===== src/rtl/imem_pkg.sv =====
// Shared definitions for the instruction-memory fetch controller.
//   state_t        : controller state encoding (also the value on the 'state' port)
//   HALT_INSTR_DEF : default halt instruction word (ECALL)
//   WORD_SHIFT     : shift that turns a word index into a byte address
package imem_pkg;

  typedef enum logic [1:0] {
    ST_IDLE = 2'd0,
    ST_LOAD = 2'd1,
    ST_RUN  = 2'd2,
    ST_HALT = 2'd3
  } state_t;

  localparam logic [31:0] HALT_INSTR_DEF = 32'h0000_0073;
  localparam int          WORD_SHIFT     = 2;

endpackage


===== src/rtl/imem_pc_reg.sv =====
// Program counter register for the fetch controller.
//   clk, rst     : clock, synchronous active-high reset (pc -> RESET_PC)
//   init         : reload RESET_PC (start of a run)
//   run          : pc may advance this cycle (controller is fetching and not stopping)
//   stall        : hold the current pc
//   redirect     : take redirect_pc (wins over stall)
//   redirect_pc  : redirect target
//   pc           : current program counter
//   misaligned   : redirect target is not word aligned; pc then holds
import imem_pkg::*;

module imem_pc_reg #(
  parameter logic [31:0] RESET_PC = 32'h0000_0000
) (
  input  logic        clk,
  input  logic        rst,
  input  logic        init,
  input  logic        run,
  input  logic        stall,
  input  logic        redirect,
  input  logic [31:0] redirect_pc,
  output logic [31:0] pc,
  output logic        misaligned
);

  localparam logic [31:0] STEP = 32'd1 << WORD_SHIFT;

  assign misaligned = (redirect_pc[1:0] != 2'b00);

  // Priority: redirect > stall > increment. A misaligned redirect freezes the
  // pc so the faulting instruction's address stays visible.
  always_ff @(posedge clk) begin
    if (rst || init) begin
      pc <= RESET_PC;
    end else if (run) begin
      if (redirect) begin
        if (!misaligned) pc <= redirect_pc;
      end else if (!stall) begin
        pc <= pc + STEP;
      end
    end
  end

endmodule


===== src/rtl/imem_fetch_ctrl.sv =====
// Instruction memory port owner: time-shares the memory between a word-serial
// program loader and the CPU fetch path.
//   clk, rst                          : clock, synchronous active-high reset
//   load_start/valid/data/last/ready  : loader stream (words written from address 0)
//   run_start                         : begin fetching from RESET_PC (IDLE only)
//   stall, redirect, redirect_pc      : datapath flow control for the next pc
//   mem_addr/we/wdata, mem_rdata      : InstructionMemory port (comb read, sync write)
//   pc, instr, instr_valid            : fetch result for the current cycle
//   state                             : IDLE=0, LOAD=1, RUN=2, HALT=3
//   fault                             : sticky address / load-overflow fault
import imem_pkg::*;

module imem_fetch_ctrl #(
  parameter int          DEPTH      = 64,
  parameter logic [31:0] RESET_PC   = 32'h0000_0000,
  parameter logic [31:0] HALT_INSTR = HALT_INSTR_DEF
) (
  input  logic        clk,
  input  logic        rst,
  input  logic        load_start,
  input  logic        load_valid,
  input  logic [31:0] load_data,
  input  logic        load_last,
  output logic        load_ready,
  input  logic        run_start,
  input  logic        stall,
  input  logic        redirect,
  input  logic [31:0] redirect_pc,
  output logic [31:0] mem_addr,
  output logic        mem_we,
  output logic [31:0] mem_wdata,
  input  logic [31:0] mem_rdata,
  output logic [31:0] pc,
  output logic [31:0] instr,
  output logic        instr_valid,
  output logic [1:0]  state,
  output logic        fault
);

  // One extra bit so the counter can reach DEPTH and flag overflow.
  localparam int          CW    = $clog2(DEPTH) + 1;
  localparam logic [31:0] LIMIT = 32'(DEPTH) << WORD_SHIFT;

  state_t          st, st_nxt;
  logic [CW-1:0]   cnt;
  logic            fault_q;
  logic [31:0]     pc_q;
  logic            misaligned;
  logic            oob, load_ovf, halt_hit;
  logic            pc_init, pc_run;
  logic            set_fault, enter_load, word_wr;

  assign oob      = (pc_q >= LIMIT);
  assign load_ovf = load_valid && (cnt == CW'(DEPTH));
  // A halt only retires when it would actually execute: valid, unstalled and
  // not overridden by a redirect in the same cycle.
  assign halt_hit = (st == ST_RUN) && !oob && !redirect && !stall &&
                    (mem_rdata == HALT_INSTR);

  assign pc_init    = (st == ST_IDLE) && run_start && !load_start;
  assign pc_run     = (st == ST_RUN) && !oob && !halt_hit;
  assign enter_load = (st != ST_LOAD) && (st_nxt == ST_LOAD);
  assign word_wr    = (st == ST_LOAD) && load_valid && !load_ovf;

  imem_pc_reg #(.RESET_PC(RESET_PC)) u_pc (
    .clk         (clk),
    .rst         (rst),
    .init        (pc_init),
    .run         (pc_run),
    .stall       (stall),
    .redirect    (redirect),
    .redirect_pc (redirect_pc),
    .pc          (pc_q),
    .misaligned  (misaligned)
  );

  // State register
  always_ff @(posedge clk) begin
    if (rst) st <= ST_IDLE;
    else     st <= st_nxt;
  end

  // Next state
  always_comb begin
    st_nxt    = st;
    set_fault = 1'b0;
    case (st)
      ST_IDLE: begin
        if (load_start)     st_nxt = ST_LOAD;
        else if (run_start) st_nxt = ST_RUN;
      end
      ST_LOAD: begin
        if (load_valid) begin
          if (load_ovf) begin
            st_nxt    = ST_HALT;
            set_fault = 1'b1;
          end else if (load_last) begin
            st_nxt = ST_IDLE;
          end
        end
      end
      ST_RUN: begin
        if (oob || (redirect && misaligned)) begin
          st_nxt    = ST_HALT;
          set_fault = 1'b1;
        end else if (halt_hit) begin
          st_nxt = ST_HALT;
        end
      end
      ST_HALT: begin
        if (load_start) st_nxt = ST_LOAD;
      end
      default: st_nxt = ST_IDLE;
    endcase
  end

  // Load counter and sticky fault; a reload restarts both.
  always_ff @(posedge clk) begin
    if (rst) begin
      cnt     <= '0;
      fault_q <= 1'b0;
    end else if (enter_load) begin
      cnt     <= '0;
      fault_q <= 1'b0;
    end else begin
      if (word_wr)   cnt     <= cnt + CW'(1);
      if (set_fault) fault_q <= 1'b1;
    end
  end

  // Port muxing
  always_comb begin
    load_ready  = 1'b0;
    mem_we      = 1'b0;
    mem_addr    = pc_q;
    mem_wdata   = 32'h0;
    instr       = 32'h0;
    instr_valid = 1'b0;
    case (st)
      ST_LOAD: begin
        load_ready = 1'b1;
        mem_addr   = 32'(cnt) << WORD_SHIFT;
        mem_wdata  = load_data;
        // Reset is synchronous, so suppress the write in the reset cycle itself.
        mem_we     = load_valid && !load_ovf && !rst;
      end
      ST_RUN: begin
        instr       = mem_rdata;
        instr_valid = !oob;
      end
      default: ;
    endcase
  end

  assign state = st;
  assign pc    = pc_q;
  assign fault = fault_q;

endmodule


===== config.mk =====
export PLATFORM = sky130hd
export DESIGN_NAME = imem_fetch_ctrl
export DESIGN_NICKNAME = d
export VERILOG_FILES = /design/src/rtl/imem_pkg.sv /design/src/rtl/imem_pc_reg.sv /design/src/rtl/imem_fetch_ctrl.sv
export SDC_FILE = /design/constraint.sdc
export NUM_CORES = 1
export LEC_CHECK = 0
export BUFFER_PORTS_ARGS = -buffer_cell sky130_fd_sc_hd__buf_2
export CAP_MARGIN = 20
export CELL_PAD_IN_SITES_DETAIL_PLACEMENT = 2
export CELL_PAD_IN_SITES_GLOBAL_PLACEMENT = 2
export CORE_MARGIN = 5
export CORE_UTILIZATION = 22
export CTS_CLUSTER_SIZE = 20
export DETAILED_ROUTE_END_ITERATION = 8
export MAX_ROUTING_LAYER = met4
export PLACE_DENSITY_LB_ADDON = 0.1
export SYNTH_ARGS = -nofsm -noshare
export SYNTH_HDL_FRONTEND = slang
export SYNTH_SLANG_ARGS = --single-unit

===== constraint.sdc =====
create_clock -name clk -period 3.7 [get_ports clk]
set_input_delay 0.185 -clock clk [delete_from_list [all_inputs] [get_ports clk]]
set_output_delay 0.185 -clock clk [all_outputs]
set_load 0.05 [all_outputs]

==> results of run 1 <==
## synth_stat cells, types with 2 or more instances
master    instances
and2_1           66
dfxtp_1          42
nand2_1          35
nor2b_1          27
a21oi_1          23
clkbuf_1         19
o21ai_0          19
nor2_1           13
nand4_1          11
nor4_1           11
and3_1            9
ha_1              9
nand3_1           9
nor3_1            9
inv_1             8
o21a_1            8
a211oi_2          6
mux2_2            6
o211a_1           6
a211oi_1          5
a31oi_1           3
a32o_1            3
buf_2             3
nand2b_1          3
or4_4             3
xor2_1            3
a221o_1           2
and4_1            2
nor4b_1           2
o31ai_1           2
or3_1             2
xnor2_1           2
## worst paths after layout
kind | slack, ps | to | startpoint | cells after the start
worst min register to register | 490 | u_pc.pc[0] | u_pc.pc[0] | 1
worst max register to register | 1290 | fault | state[1] | 7
worst min-delay path | 140 | u_pc.pc[17] | redirect_pc[17] | 3
worst max-delay path | 1150 | mem_we | state[1] | 6
## per-stage QoR
step / util [%] / hold slack [ps]
4_1_cts: 33.2 / 140
5_1_grt: 33.4 / 152
3_3_place_gp: 32.1 / 434
2_1_floorplan: - / 325
6_report: 33.4 / 144
3_5_place_dp: 32.1 / 443
## where the power goes
group / internal [mW] / switching [mW] / total (mW)
sequential: 0.459 / 0.0112 / 0.470
combinational: 0.159 / 0.420 / 0.579
clock: 0.272 / 0.191 / 0.463
total: 0.890 / 0.622 / 1.51
## worst register-to-register path: stages (launching register included)
cell	delay [ps]
dfxtp_1	440
inv_1	90
ha_2	380
and2_1	280
nand4_1	150
a21oi_1	130
nor4b_4	630
a21oi_1	160
## state kept, by name, indices dropped and copies added, names as in the netlist
register	cells
u_pc.pc	32
state	2
fault	1
cnt	7
## routing by layer
| metal | global-route usage (%) | part of all wire [%] | vias up | routed length (um) |
|---|---|---|---|---|
| li1 | - | - | 1853 | - |
| met1 | 21.2 | 42 | 1863 | 6090 |
| met2 | 31.9 | 55 | 85 | 8010 |
| met3 | 2.02 | 3.0 | 8 | 444 |
| met4 | 2.96 | 0.80 | 0 | 118 |
| met5 | - | 0 | - | 0 |
## cell type report
class	instances	area [um2]	share of cell area (%)
Tap cell	180	225	4.86
Clock inverter	1	8.76	0.189
Sequential cell	42	841	18.2
Antenna cell	1	2.50	0.0541
Inverter	8	30.0	0.649
Multi-Input combinational cell	321	2160	46.7
Timing Repair Buffer	240	1220	26.3
Clock buffer	7	143	3.08
## cell usage in the layout, fill, tap and decap left out, types with 6 or more instances in the layout
| cell | n |
|---|---|
| and3_1 | 9 |
| nand2_1 | 35 |
| nor3_1 | 9 |
| and2_1 | 66 |
| nor4_1 | 11 |
| buf_2 | 237 |
| mux2_2 | 6 |
| ha_1 | 8 |
| o21ai_0 | 19 |
| inv_1 | 8 |
| o211a_1 | 6 |
| dfxtp_1 | 42 |
| o21a_1 | 8 |
| a21oi_1 | 22 |
| nor2b_1 | 27 |
| nand4_1 | 11 |
| nor2_1 | 13 |
| nand3_1 | 9 |
| a211oi_2 | 6 |
## cell families after synthesis
kind of cell | after synthesis
and+or+nand+nor | 214
AOI/OAI and AO/OA | 87
DFF | 42
buffers and inverters | 32
adders and majority gates | 9
muxes | 6
xor gates and xnor gates | 5
==> out/metrics.yaml, run 1 <==
end_kind: "output port"
power.density_mw_per_mm2: 327
cts-buffers-inserted: 5
synth-xor-area-share_pct: 1.40
grt_pass1_wl_um: 23100
cp_max_fo: 29
cts.reportedPaths.clkPinSlew_ps: 60
hold_class: "in -> reg"
die_height_um: 129
vias_per_cell: 4.76
fin_cells: 800
syn_area_per_cell_um2: 7.91
cts_root_buffer: "clkbuf_16"
yosys.area.top_type: "dfxtp_1"
grt_max_degree: 44
crit_buf_inv: 2
nFillCells: 1701
areaGrowthSynthToFinish_pct: 48.1
post_cts_buffers: 0
placementRows: 43
yosys_warnings: 0
tightest_slew_ps: 920
async_reset_ff_share_pct: 0
synthMuxAreaShare_pct: 2.16
wl_per_cell_um: 18.3
drc_errors: 0
setup_viol: 0
dp_hpwl_um: 12000
rsz0062_at_grt: "false"
post_synth_and_or_nand_nor_area_fraction_pct: 41.9
setup_slack_ps: 1150
grt-ovfl-total: 0
postCtsHoldBufs: 0
period_share_pct: 68.8
pin_count: 238
synthCells: 395
dr.pass1.iters: 4
cp_cell_sequence: "inv_1, ha_2, nand2_1, a31oi_1, and2_1, buf_2"
routed_wl_um: 14700
peakVddDrop_mv: 0.175
num-nets-final: 731
dr.first_iter.drc_count: 68
maxSlewViolCount: 0
synth_area_leaders: "dfxtp_1 (27%), and2_1 (13%), nor2b_1 (5.4%), nand2_1 (4.2%), a21oi_1 (3.7%)"
cts_sinks: 42
grt_pass1_vias: 4238
gp_congestion: 0.788
die_x_um: 129
post-place-ws_ps: 1120
postLayoutCellArea_mm2: 0.00463
synth-main-ff-cell: "dfxtp_1"
cp_top_family: "adder cells"
syn_area_mm2: 0.00313
period_minus_slack_ps: 2550
seq_area_frac_synth_pct: 26.9
post-place-cells: 790
cts_tree: "done"
synth_fa_ha_area_share_pct: 3.60
synth-compound-area-share_pct: 19.7
drive_above_1_share_pct: 44.1
via_count: 3809
slowest_stage: "ha_2"
htree_levels: 2
synth_edf_count: 0
skew_ps: 7.44
cts_resized: 0
place_area_mm2: 0.00446
fmax_mhz: 393
p_leak_nw: 2.40
status: "finished, final reports clean"
synth_fp_nets: 508
ys_types: 56
placement.io_buffers: 237
cts.path.max_buffers: 2
cp.required_ps: 3510
grt_usage_pct: 17.6
yosys_register_bits: 42
drv_cap: 0
clk_latency_ps: 290
dieArea_mm2: 0.0167
core_area_mm2: 0.0139
crit_arrival_ps: 2360
antenna_found_initial: 1
finalHoldViolCount: 0
start_util_pct: 22.5
maxSlewHeadroom_pct: 38.5
crit_type: "reg -> out"
synth_top_family_by_area: "simple AND/OR/NAND/NOR gates"
setup_tns_ps: 0
synth_top_cell_area_share_pct: 26.9
cpPeakStageDelay_ps: 590
cp-start-kind: "register"
power_mw: 1.51
final_antenna_net_count: 0
Power figures use the tool's default switching activity.
==> inputs of run 2 (changes only) <==
- CORE_UTILIZATION: 22 -> 20
- clock period: 3.7 -> 2.4 ns (I/O delays scaled with it)
==> out/metrics.yaml, run 2 (synthesis gave the netlist of run 1 again) <==
period_minus_slack_ps: 2140
met2_usage_pct: 30.5  # was 31.9%
cp.depth: 5  # was 6
final_common_cell: "buf_2"  # unchanged
placementRows: 45  # was 43
status: "finished, final reports clean"  # unchanged
power_mw: 2.31  # was 1.51 mW
fin_util_pct: 31.1  # was 33.4%
cp-start-kind: "register"  # unchanged
postLayoutCellArea_mm2: 0.00474  # was 0.00463 mm2
dr.pass1.iters: 4  # unchanged
use_met1_pct: 19.8  # was 21.2%
setup_slack_ps: 261  # was 1150 ps
gp_congestion: 0.758  # was 0.788
setup_tns_ps: 0  # unchanged
cts_resized: 0  # unchanged
cts-buffers-inserted: 5  # unchanged
post-place-cells: 831  # was 790
cts_tree: "done"  # unchanged
pin_count: 238  # unchanged
cp.required_ps: 2580  # was 3510 ps
antenna_found_initial: 1  # unchanged
htree_levels: 2  # unchanged
postCtsHoldBufs: 0  # unchanged
final_antenna_net_count: 0  # unchanged
post_cts_buffers: 0  # unchanged
crit_type: "reg -> reg"  # was reg -> out
cts_sinks: 42  # unchanged
fin_cells: 840  # was 800
drc_errors: 0  # unchanged
finalHoldViolCount: 0  # unchanged
power.density_mw_per_mm2: 488  # was 327 mW/mm2
largest_register: "u_pc.pc"  # unchanged
dr.first_iter.drc_count: 130  # was 68
placement.io_buffers: 237  # unchanged
place_area_mm2: 0.00460  # was 0.00446 mm2
end_kind: "register"  # was output port
drv_cap: 0  # unchanged
top_usage_layer: "met2"  # unchanged
cpPeakStageDelay_ps: 460  # was 590 ps
dp_hpwl_um: 12500  # was 12,000 um
cp-startpoint: "u_pc.pc[26]"  # was state[1]
crit_arrival_ps: 2320  # was 2360 ps
use_met3_pct: 2.09  # was 2.02%
layout_common_cells: "buf_2 (237), and2_1 (54), dfxtp_1 (40), nand2_1 (35), nor2b_1 (27)"  # was buf_2 (237), and2_1 (66), dfxtp_1 (42), nand2_1 (35), nor2b_1 (27)
grt_pass1_wl_um: 23800  # was 23,100 um
crit_end: "u_pc.pc[1]"  # was mem_we
largest_reg_flops: 32  # unchanged
slowest_stage: "and4_1"  # was ha_2
grt_max_degree: 49  # was 44
peakVddDrop_mv: 0.193  # was 0.175 mV
p_leak_nw: 2.45  # was 2.40 nW
worstHoldStart: "redirect_pc[18]"  # was redirect_pc[17]
rsz0062_at_grt: "false"  # unchanged
dieArea_mm2: 0.0182  # was 0.0167 mm2
die_height_um: 135  # was 129 um
crit_buf_inv: 0  # was 2
cts.reportedPaths.clkPinSlew_ps: 60  # about the same
start_util_pct: 20.5  # was 22.5%
grt_pass1_vias: 4250  # was 4,238
reg2reg_from: "u_pc.pc[26]"  # was state[1]
vias_per_cell: 4.60  # was 4.76
cp_cell_sequence: "nor4_1, and4_2, and4_1, nand3_4, and3_1"  # was inv_1, ha_2, nand2_1, a31oi_1, and2_1, buf_2
rrSetupSlack_ps: 260  # was 1290 ps
clk_latency_ps: 290  # about the same
areaGrowthSynthToFinish_pct: 51.8  # was 48.1%
skew_ps: 5.06  # was 7.44 ps
setup_viol: 0  # unchanged
routed_wl_um: 15400  # was 14,700 um
maxSlewViolCount: 0  # unchanged
nFillCells: 1846  # was 1,701
cp_top_family: "simple AND/OR/NAND/NOR gates"  # was adder cells
hold_ws_ps: 80.3  # was 144 ps
die_x_um: 135  # was 129 um
cts.path.max_buffers: 2  # unchanged
fmax_mhz: 467
cp_max_fo: 10  # was 29
drive_above_1_share_pct: 47.5  # was 44.1%
hold_class: "in -> reg"  # unchanged
via_count: 3862  # was 3,809
ff2ff_path_depth: 5  # was 7
num-nets-final: 740  # was 731
post-place-ws_ps: 224  # was 1120 ps
grt_usage_pct: 16.8  # was 17.6%
wl_per_cell_um: 18.3  # about the same
period_share_pct: 89.1
grt-ovfl-total: 0  # unchanged
maxSlewHeadroom_pct: 59.1  # was 38.5%
core_area_mm2: 0.0153  # was 0.0139 mm2
tightest_slew_ps: 611  # was 920 ps
cts_root_buffer: "clkbuf_16"  # unchanged
r2r_end: "u_pc.pc[1]"  # was fault
[run 2: cell types whose count changed in the layout (fill, tap and decap cells not counted)]
cell and change:
and2_2 +12, clkbuf_8 -1, dfxtp_2 +2, buf_4 +10
buf_8 -1, o21ai_0 -2, o21ai_2 +2, clkinv_2 +1
and2_1 -12, clkinv_4 +1, inv_6 -1, dfxtp_1 -2
[run 2: final cells by class]
cell class              count  area (um2)  area share [%]
diodes                      1        2.50          0.0527
clock inverters             2        13.8           0.290
well taps                 211         264            5.56
flip-flops and latches     42         843            17.8
repair buffers            249        1280            26.9
inverters                   8        30.0           0.633
clock buffers               6         129            2.72
multi-input cells         321        2190            46.1
[run 2: worst min path at each step]
stage	to	slack (ps)	cells past startpoint
5_1_grt	u_pc.pc[18]	90	3
6_report	u_pc.pc[18]	80	3
4_1_cts	u_pc.pc[10]	70	3
3_3_place_gp	u_pc.pc[9]	370	3
3_5_place_dp	u_pc.pc[10]	380	3
2_1_floorplan	u_pc.pc[10]	260	2
[run 2: per-layer routing]
layer	vias up	wire (um)
li1	1879	-
met1	1882	6470
met2	85	8260
met3	16	394
met4	0	229
met5	-	0
[run 2: tightest hold or removal path, stage by stage]
cell,delay [ps]
buf_2,100
nand2_1,40
o21ai_0,60
[run 2: power breakdown]
part | total, mW | internal [mW] | switching, mW
registers | 0.726 | 0.709 | 0.0169
logic | 0.907 | 0.253 | 0.654
clock network | 0.680 | 0.386 | 0.294
